==> config.mk <==
export PLATFORM = sky130hd
export DESIGN_NAME = exp_taylor_engine
export DESIGN_NICKNAME = d
export VERILOG_FILES = /design/src/rtl/exp_taylor_engine.sv
export SDC_FILE = /design/constraint.sdc
export NUM_CORES = 1
export LEC_CHECK = 0
export CORE_ASPECT_RATIO = 1.5
export CORE_MARGIN = 2
export CORE_UTILIZATION = 47
export CTS_BUF_LIST = sky130_fd_sc_hd__clkbuf_16
export CTS_CLUSTER_DIAMETER = 80
export DETAILED_ROUTE_END_ITERATION = 10
export GPL_ROUTABILITY_DRIVEN = 0
export GPL_TIMING_DRIVEN = 0
export PLACE_DENSITY = 0.77
export SLEW_MARGIN = 40
export SYNTH_ARGS = -nofsm -noshare
export SYNTH_HDL_FRONTEND = slang
export SYNTH_SLANG_ARGS = --single-unit
==> constraint.sdc <==
create_clock -name clk -period 7.8 [get_ports clk]
set_input_delay 0.78 -clock clk [delete_from_list [all_inputs] [get_ports clk]]
set_output_delay 0.78 -clock clk [all_outputs]
set_load 0.005 [all_outputs]
==> src/rtl/exp_taylor_engine.sv <==
// exp_taylor_engine: iterative e^x evaluator over a truncated Taylor series.
//  Each series term takes two cycles. MUL_X multiplies the term by x. MUL_R
//  multiplies it by 1/k and adds the product to the running sum.
//  The external reciprocal LUT maps address n to 1/(n+1) in Q0.16, with
//  address 0 returning 0xFFFF.
// Ports:
//  clk       in   rising-edge clock
//  rst       in   asynchronous active-high reset
//  start     in   request, sampled only while idle
//  x         in   operand, unsigned Q0.16, latched on an accepted start
//  lut_adr   out  reciprocal LUT address; nonzero only in MUL_R
//  lut_data  in   reciprocal LUT data, Q0.16, consumed in the same cycle
//  busy      out  high from the cycle after accept through the done cycle
//  done      out  one-cycle completion pulse
//  result    out  e^x, unsigned Q2.16, held until the next completion
module exp_taylor_engine #(
    parameter int unsigned N_TERMS = 8
) (
    input  logic        clk,
    input  logic        rst,
    input  logic        start,
    input  logic [15:0] x,
    output logic [3:0]  lut_adr,
    input  logic [15:0] lut_data,
    output logic        busy,
    output logic        done,
    output logic [17:0] result
);

    localparam int unsigned X_W    = 16;
    localparam int unsigned TERM_W = 17;
    localparam int unsigned SUM_W  = 18;
    localparam int unsigned K_W    = 5;
    localparam int unsigned ADR_W  = 4;
    localparam int unsigned PROD_W = 33;
    localparam int unsigned FRAC_W = 16;

    typedef enum logic [1:0] {
        S_IDLE  = 2'd0,
        S_MUL_X = 2'd1,
        S_MUL_R = 2'd2,
        S_DONE  = 2'd3
    } state_t;

    state_t              state, state_n;
    logic [X_W-1:0]      xr, xr_n;
    logic [TERM_W-1:0]   term, term_n;
    logic [SUM_W-1:0]    sum, sum_n;
    logic [K_W-1:0]      k, k_n;
    logic [ADR_W-1:0]    lut_adr_n;
    logic                busy_n, done_n;
    logic [SUM_W-1:0]    result_n;

    logic [X_W-1:0]      lut_q;
    logic [PROD_W-1:0]   prod_x, prod_r;
    logic [TERM_W-1:0]   term_x, term_r;
    logic [SUM_W-1:0]    sum_r;

    // LUT data is masked outside MUL_R so an undriven ROM output cannot reach state
    assign lut_q  = (state == S_MUL_R) ? lut_data : '0;
    assign prod_x = PROD_W'(term) * PROD_W'(xr);
    assign prod_r = PROD_W'(term) * PROD_W'(lut_q);
    assign term_x = TERM_W'(prod_x >> FRAC_W);
    assign term_r = TERM_W'(prod_r >> FRAC_W);
    assign sum_r  = sum + SUM_W'(term_r);

    // State and datapath registers
    always_ff @(posedge clk or posedge rst) begin
        if (rst) begin
            state   <= S_IDLE;
            xr      <= '0;
            term    <= '0;
            sum     <= '0;
            k       <= '0;
            lut_adr <= '0;
            busy    <= 1'b0;
            done    <= 1'b0;
            result  <= '0;
        end else begin
            state   <= state_n;
            xr      <= xr_n;
            term    <= term_n;
            sum     <= sum_n;
            k       <= k_n;
            lut_adr <= lut_adr_n;
            busy    <= busy_n;
            done    <= done_n;
            result  <= result_n;
        end
    end

    // Next-state and next-output logic. Outputs are computed one cycle early so
    // that the registered values line up with the state they belong to.
    always_comb begin
        state_n   = state;
        xr_n      = xr;
        term_n    = term;
        sum_n     = sum;
        k_n       = k;
        lut_adr_n = '0;
        busy_n    = busy;
        done_n    = 1'b0;
        result_n  = result;

        case (state)
            S_IDLE: begin
                if (start) begin
                    xr_n    = x;
                    term_n  = TERM_W'(17'h10000);
                    sum_n   = SUM_W'(18'h10000);
                    k_n     = K_W'(1);
                    busy_n  = 1'b1;
                    state_n = S_MUL_X;
                end
            end
            S_MUL_X: begin
                term_n    = term_x;
                // 1/k lives at LUT address k-1 and must be presented during MUL_R
                lut_adr_n = ADR_W'(k - K_W'(1));
                state_n   = S_MUL_R;
            end
            S_MUL_R: begin
                term_n = term_r;
                sum_n  = sum_r;
                if (k == K_W'(N_TERMS)) begin
                    // result is loaded on entry to DONE so it is valid alongside done
                    result_n = sum_r;
                    done_n   = 1'b1;
                    state_n  = S_DONE;
                end else begin
                    k_n     = k + K_W'(1);
                    state_n = S_MUL_X;
                end
            end
            S_DONE: begin
                busy_n  = 1'b0;
                state_n = S_IDLE;
            end
            default: begin
                state_n = S_IDLE;
            end
        endcase
    end

endmodule

### Word-level counts from Yosys, hierarchy flattened

Cells that the tools add are included.

* bits in registers: 82
* latch bits: 0
* RAM bits: 0
* ROM bits: 0
* input port bits: 35
* output and inout port bits: 24
* logic and storage cells: 46
* memories: 0

* $add $sub $neg: 3
* multiply operators: 2
* divide/modulo/power cells: 0
* order comparisons: 0
* eq/ne operators: 6
* shift-type cells: 0
* mux-type cells: 16
* bitwise operators: 0
* reduce and logical (&&, ||, !) cells: 10

Operators by type and width (count)
* 17-bit by 16-bit multiplier with 33-bit output: 2
* 17-bit one-hot mux with 3 select lines: 1
* 18-bit one-hot mux with 2 select lines: 1
* 18-bit by 17-bit adder with 18-bit output: 1
* 18-bit 2-to-1 mux: 1
* 17-bit 2-to-1 mux: 1
* 16-bit 2-to-1 mux: 1
* 5-bit 2-to-1 mux: 2
* 5-bit one-hot mux with 2 select lines: 1
* 2-bit AND reduction: 5
* 2-bit one-hot mux with 4 select lines: 1
* 5-bit by 1-bit adder with 5-bit output (second input constant): 1
* 5-bit by 4-bit == test with 1-bit output (second input constant): 1
* 2-bit == test (second input constant): 2
* 2-bit 2-to-1 mux: 2
* 4-bit 2-to-1 mux: 1
* 2-bit != test (second input constant): 2
* 2-bit nonzero test: 2
* 4-bit by 1-bit subtractor with 4-bit output (second input constant): 1
* 1-bit 2-to-1 mux: 3
* 3-bit AND reduction: 1
* 3-bit nonzero test: 1
* 2-bit by 1-bit == test with 1-bit output (second input constant): 1
* 2-bit logical NOT: 1
* 1-bit one-hot mux with 2 select lines: 1

### Longest topological paths before layout

Gate-level depths: netlist of the first run.

* word-level depth: 5
* mapped depth: 36
* mapped depth without buffers: 34

### Least setup slack after synthesis of the first run

Ideal clock, no wire load.

* kind: register to register
* start: register state[0]
* end: register result[17]
* library setup time: 0.125 ns
* arrival time: 8.233 ns
* required time: 7.675 ns
* setup slack: -0.558 ns
* cell stages (with the launch flop): 33
* path buffers: 2
* period minus slack after synthesis: 8.358 ns
* cells stage by stage: dfrtp_1 -> inv_1 -> ha_1 -> clkbuf_1 -> and2_1 -> clkbuf_1 -> nand2_1 -> fa_1 -> fa_1 -> fa_1 -> fa_1 -> inv_1 -> fa_1 -> fa_1 -> ha_1 -> a21o_1 -> a21o_1 -> a21oi_1 -> o21ai_0 -> or2_2 -> a21oi_1 -> xnor2_1 -> ha_1 -> a21o_1 -> a21oi_2 -> nor2b_1 -> o21a_1 -> o41ai_4 -> o221ai_1 -> o41a_1 -> a31oi_1 -> xnor2_1 -> mux2_2

* word-level cells in the longest chain between the ends: 4
* elaborated cells on any way between the ends: 5
* those cells by class: add/sub: 1; mul: 1; eq/ne: 1; mux: 1; reduce/logical: 1

RTL lines
* start: declaration: RTL line 45 `state_t state, state_n;`
* start signal: assignment: RTL line 80 `state <= state_n;`
* 2-bit == test (*): RTL line 60, 105
* 16-bit 2-to-1 mux: RTL line 60 `assign lut_q = (state == S_MUL_R) ? lut_data : '0;`
* 17-bit by 16-bit multiplier with 33-bit output: RTL line 62 `assign prod_r = PROD_W'(term) * PROD_W'(lut_q);`
* 18-bit by 17-bit adder with 18-bit output: RTL line 65 `assign sum_r = sum + SUM_W'(term_r);`
* end signal: assignment: RTL line 88 `result <= result_n;`
* end: declaration: RTL line 27 `output logic [17:0] result`

Mark *: on every way between the ends. The rest lies on a longest branch, timed or not.
A chain may end at the register's enable or synchronous reset.

### Final worst setup path of the first run

* start: register state[0]
* end: register result[14]

The elaborated chain is that of the path after synthesis.

==> impl_results.md, run 1 <==
* Final Max Tran Viols at 0
* Vias in the first global route at 18520
* Pwr Density at 350.5 mW/mm²
* Pwr Total at 8.397 mW
* Worst path slowest cell: fa_2
* Port bufs at 58
* H-tree depth at 3
* Failing checks: negative setup slack
* Most common cell in the synthesized netlist: inv_1
* Synth area leaders: fa_1 (40%), ha_1 (14%), dfrtp_1 (9.9%)
* Crit path max-delay family: adder cells
* Die Y at 261.8 µm
* Min-delay src: result[0]$_DFFE_PP0P_
* Overall Global Routing Usage at 28.08%
* Layout Cells excl Fill at 2986
* Slack of the critical path at -0.6712 ns
* Via density at 5.695
* Initial DRC Count at 1406
* Worst r2r src: state[0]$_DFFE_PP0P_
* Part of the cycle the worst path needs at 108.6%
* Critical Path Most Common Cell: fa_1
* DRC at 0
* Sink Count at 82
* Clock transition at path regs at 0.08 ns
* HP Class: flip-flop to flip-flop
* Minimum clock period at 8.471 ns
* CTS tree: built
* Setup TNS at -9.660 ns
* Area grow syn2layout at 15.04%
* NumNets Final at 3084
* Area after DPL at 0.02231 mm²
* Worst-margin pin slew at 0.8677 ns
* Post-synth EDFFs at 0
* Share of layout cells above drive strength 1 at 11.49%
* ANT nets after route at 0
* Slew margin rel. at 42.15%
* WP buf/inv at 7
* Wire length per cell at 21.05 µm
* Crit path DAT at 8.73 ns
* First-pass GRT wire length at 98640 µm
* Design area at 0.02395 mm²
* Starting density of the core at 47.59%
* Endpoints failing setup at 22
* Initial antenna violation count at 0
* Flop-to-flop setup slack at -0.67 ns
* Critical Path Sink Type: flip-flop
* Final Hold Vio Count at 0
* Leak at 12.09 nW
* CP startpoint kind: flip-flop
* Worst stage delay on the critical path at 0.57 ns
* Post-Syn Instances at 2274
* Worst vdd ir at 0.2587 mV
* Num CTS Buffers at 9
* Syn_nets at 2953
* Worst hold endpoint: result[0]$_DFFE_PP0P_
* Mapped Area at 0.02082 mm²
* Seq/Total Area, Yosys at 9.855%
* Share of flip-flops with an asynchronous set or reset at 100.0%
* Diode count at 0
* Root Buffer: clkbuf_16
* Grt total ovfl at 0
* Fin util at 54.75%
* CORE AREA at 0.04375 mm²
* Pre-CTS setup slack at -2.252 ns
* Rows at 94
* RSZ-0062 raised after global routing: true
* Placed cell count at 2909
* Hold Crit Depth at 2
* Yosys top cell area share at 39.90%
* Fmax at 0.1180 GHz
* Post-synth top cells: inv_1 (498), fa_1 (415), nand2_1 (359)
* R2R depth at 35
* Yosys top cell by area: fa_1
* Die width at 175.9 µm
* Hold slack final at 0.4974 ns
* Setup CP Type: flip-flop to flip-flop
* Reg2Reg Capture Point: result[14]$_DFFE_PP0P_
* Clk_lat worst skew at 0.38 ns
* Largest net degree at the start of global routing at 47
* DP HPWL at 48670 µm
* Worst Clk Skew at 0.01811 ns
* Mapped Avg Cell Area at 9.157 µm²
* First drt pass iteration count at 6
* Clock Path Buffers at 2
* WP data required at 8.06 ns
* # IOs at 59
* DR vias at 17000
* Status: finished with violations
* Max Cap Violations at 0
* Total Routed Length at 62860 µm
* Count of different cell masters after synthesis at 59
* Dominant synthesized flop cell: dfrtp_1
* #FFs+latches synth at 82
* Ys Warns at 0
* Die area at 0.04604 mm²
* Crit Path Max Fanout at 8
worst register-to-register path: cells and delay by family (launching register included):
kind	cells	cell delay, ns
fa+ha+maj	10	3.76
compound gates	11	1.95
buf+inv	7	0.82
simple gates	4	0.63
xor+xnor	2	0.54
flops	1	0.39
mux	1	0.27
worst max path at each step:
stage / end / cells past startpoint / slack, ns / startpoint
floorplan: result[17]$_DFFE_PP0P_ / 32 / -0.02 / state[0]$_DFFE_PP0P_
global placement: result[17]$_DFFE_PP0P_ / 33 / -2.08 / lut_data[11]
detailed placement: result[17]$_DFFE_PP0P_ / 33 / -2.25 / lut_data[11]
CTS: result[17]$_DFFE_PP0P_ / 33 / -0.56 / state[0]$_DFFE_PP0P_
global route: result[14]$_DFFE_PP0P_ / 33 / -0.85 / state[0]$_DFFE_PP0P_
finish: result[14]$_DFFE_PP0P_ / 35 / -0.67 / state[0]$_DFFE_PP0P_
metal layers:
metal | GRT usage, % | vias up | part of all wire [%]
met1 | 30.97 | 8491 | 33
li1 | - | 7202 | -
met5 | 0 | - | 0
met4 | 21.56 | 0 | 9.0
met2 | 48.12 | 989 | 50
met3 | 5.194 | 322 | 8.5
report_power, final:
group          leakage (nW)  internal, mW  switching, mW
logic                  10.9          2.80           4.35
clock network         0.154         0.256          0.237
registers              1.06         0.584          0.176
total                  12.1          3.64           4.76
final cells by class:
class,count,area [µm²]
flip-flops and latches,82,2053
repair buffers,124,1115
clock buffers,9,225.2
inverters,499,1878
multi-input cells,1573,17210
plain buffers,116,670.6
well taps,576,720.7
fillers,3782,19800
clock inverters,7,83.83
cells by family after synthesis:
family / count (synthesis) / share of synthesized area, %
flops: 82 / 9.855
simple gates: 666 / 15.32
xor+xnor: 53 / 2.229
mux: 32 / 1.725
buf+inv: 619 / 11.16
compound gates: 178 / 6.057
fa+ha+maj: 644 / 53.66
sequential cells by signal, indices dropped and copies added, names as in the netlist:
register	count
busy	1
done	1
k	5
lut_adr	4
result	18
state	2
sum	18
term	17
xr	16
layout by cell type (no fill, tap or decap), types with 32 or more instances in the layout:
cell / Yosys / layout
and2_1: 102 / 94
and3_1: 113 / 111
buf_4: 0 / 59
clkbuf_1: 118 / 75
clkdlybuf4s50_1: 0 / 44
dfrtp_1: 82 / 81
fa_1: 415 / 402
ha_1: 229 / 212
inv_1: 498 / 491
nand2_1: 359 / 351
o21ai_0: 36 / 32
repair_timing:
action / 4_1_cts / 5_1_grt
hold buffers: 0 / 0
pin swaps: 72 / 29
setup buffers: 48 / 15
gates resized for setup: 133 / 88
endpoints found under the setup margin: 37 / 28
cloned: 1 / 1
No activity file was read; power rests on OpenSTA's default activity.
==> run 2, diff against run 1 <==
--- a/config.mk
+++ b/config.mk
@@ -11,7 +11,6 @@
 export CTS_BUF_LIST = sky130_fd_sc_hd__clkbuf_16
 export CTS_CLUSTER_DIAMETER = 80
 export DETAILED_ROUTE_END_ITERATION = 10
-export GPL_ROUTABILITY_DRIVEN = 0
 export GPL_TIMING_DRIVEN = 0
 export PLACE_DENSITY = 0.77
 export SLEW_MARGIN = 40
==> run 2 against run 1 <==
The flow still finishes with violations (negative setup slack). Register-to-register slack improved by 0.04 ns. Fmax increased by 0.14%. Worst hold slack got worse by 0.0085 ns. Via count decreased by 1.2%. Critical path depth decreased by 4. Critical path type is now input port to flip-flop. Critical endpoint is now result[17]$_DFFE_PP0P_.
==> impl_results.md, run 2 (same netlist as run 1, synthesis figures left out) <==
* Status: finished with violations
* Failing checks: negative setup slack
* Commonest cells after routing, fill and taps aside: inv_1 (491), fa_1 (408), nand2_1 (354)
* Layout Cells excl Fill at 2967 (-0.64%)
* Worst-margin pin slew at 0.8570 ns (-0.01076 ns)
* Hold buffers post-CTS at 0 (unchanged)
* Commonest non-fill, non-tap cell in the layout: inv_1
* Root Buffer: clkbuf_16
* Rows at 94 (unchanged)
* Setup CP Type: input port to flip-flop
* DRC at 0 (unchanged)
* Initial antenna violation count at 1 (+1)
* Filler cell count at 3881 (+2.6%)
* Clock transition at path regs at 0.08 ns (about the same)
* Hold slack final at 0.4889 ns (-0.008516 ns)
* Slack of the critical path at -0.6590 ns (+0.01218 ns)
* CP startpoint kind: input port
* Routability cong. at 0.9754
* Crit path DAT at 8.72 ns (about the same)
* Largest net degree at the start of global routing at 45 (-4.3%)
* Placed cell count at 2909 (unchanged)
* Slew margin rel. at 42.87% (+0.72 points)
* DP HPWL at 50290 µm (+3.3%)
* HP Class: flip-flop to flip-flop
* Initial DRC Count at 1085 (-23%)
* Pwr Density at 348.4 mW/mm² (-0.61%)
* Worst stage delay on the critical path at 0.56 ns (about the same)
* Clk_lat worst skew at 0.37 ns (about the same)
* Via density at 5.665 (-0.53%)
* Max Cap Violations at 0 (unchanged)
* First drt pass iteration count at 7 (+1)
* H-tree depth at 3 (unchanged)
* First-pass GRT wire length at 98580 µm (about the same)
* CORE AREA at 0.04375 mm² (unchanged)
* Sink Count at 82 (unchanged)
* Die area at 0.04604 mm² (unchanged)
* Critical Path Sink Type: flip-flop
* Worst Clk Skew at 0.01580 ns (-0.002314 ns)
* Part of the cycle the worst path needs at 108.4% (-0.16 points)
* WP data required at 8.06 ns (about the same)
* Worst vdd ir at 0.2749 mV (+6.2%)
* Overall Global Routing Usage at 28.21% (+0.13 points)
* Critical Path Most Common Cell: fa_1
* Pwr Total at 8.293 mW (-1.2%)
* Port bufs at 58 (unchanged)
* Fmax at 0.1182 GHz (+0.14%)
* Endpoints failing setup at 21 (-4.5%)
* # IOs at 59 (unchanged)
* Area grow syn2layout at 14.32%
* RSZ-0062 raised after global routing: true
* Starting density of the core at 47.59% (unchanged)
* Pre-CTS setup slack at -2.364 ns (-0.1123 ns)
* Setup TNS at -8.677 ns (+0.9824 ns)
* Die Y at 261.8 µm (unchanged)
* DR vias at 16810 (-1.2%)
* Final Max Tran Viols at 0 (unchanged)
* CTS tree: built
* Worst path slowest cell: fa_1
* Minimum clock period at 8.459 ns (-0.01218 ns)
* Num CTS Buffers at 9 (unchanged)
* Wire length per cell at 21.07 µm (+0.11%)
* Diode count at 0 (unchanged)
* Grt total ovfl at 0 (unchanged)
* ANT nets after route at 0 (unchanged)
* Die width at 175.9 µm (unchanged)
* NumNets Final at 3065 (-0.62%)
* Clock Path Buffers at 2 (unchanged)
* Final Hold Vio Count at 0 (unchanged)
* Flop-to-flop setup slack at -0.63 ns (+0.04 ns)
* Leak at 11.98 nW (-0.89%)
* Crit Path Max Fanout at 10 (+2)
* Biggest regs: result (18), sum (18), term (17)
* Total Routed Length at 62530 µm (-0.53%)
* Share of layout cells above drive strength 1 at 10.12% (-1.4 points)
* Vias in the first global route at 18550 (+0.19%)
## run 2: changes by cell type in the layout (fill, tap and decap cells not counted), moves of 4 or more
cell	previous run	this run
xnor2_2	9	5
fa_2	13	7
clkbuf_2	22	17
fa_1	402	408
buf_4	59	39
buf_6	8	4
## run 2: worst paths after layout
kind,to,cells after the start,start
max,result[17]$_DFFE_PP0P_,31,lut_data[5]
min,result[1]$_DFFE_PP0P_,2,result[1]$_DFFE_PP0P_
max reg2reg,result[17]$_DFFE_PP0P_,30,state[1]$_DFFE_PP0P_
min reg2reg,result[1]$_DFFE_PP0P_,2,result[1]$_DFFE_PP0P_
max in group asynchronous,xr[4]$_DFFE_PP0P_,3,rst
min in group asynchronous,lut_adr[1]$_DFF_PP0_,2,rst
## run 2: where the power goes
group	internal, mW	leakage, nW	switching (mW)
sequential	0.584	1.06	0.173
combinational	2.77	10.8	4.28
clock	0.254	0.149	0.231
total	3.61	12.0	4.68
## run 2: layer usage
layer	vias up	global-route usage [%]	part of all wire, %
met5	-	0	0
met4	0	22.98	9.7
met3	309	4.225	6.8
met2	836	49.35	50
met1	8500	30.32	33
li1	7162	-	-
## run 2: per-stage QoR
step	util (%)	cell area, µm²
2_1_floorplan	-	20980
3_3_place_gp	50.92	22280
3_5_place_dp	51.01	22320
4_1_cts	53.68	23490
5_1_grt	54.41	23800
6_report	54.41	23800
## run 2: repair_timing
item,CTS,global route
gates resized for setup,131,71
setup buffers,42,9
endpoints found under the setup margin,40,28
pin swaps,58,23
gates cloned,2,0
## run 2: cell type report
type                            count  area (µm²)  area share (%)
Timing Repair Buffer              105       967.2           4.063
Tap cell                          576       720.7           3.028
Sequential cell                    82        2053           8.625
Multi-Input combinational cell   1573       17190           72.20
Clock buffer                        9       225.2          0.9461
Buffer                            116       691.9           2.907
Clock inverter                      7       80.08          0.3364
Inverter                          499        1878           7.890
## run 2: worst max-delay path, delay by kind of cell
family,cells,cell delay [ns]
fa+ha+maj,8,3.71
compound gates,7,1.48
buf+inv,8,1.23
simple gates,5,0.82
xor+xnor,2,0.40
mux,1,0.26
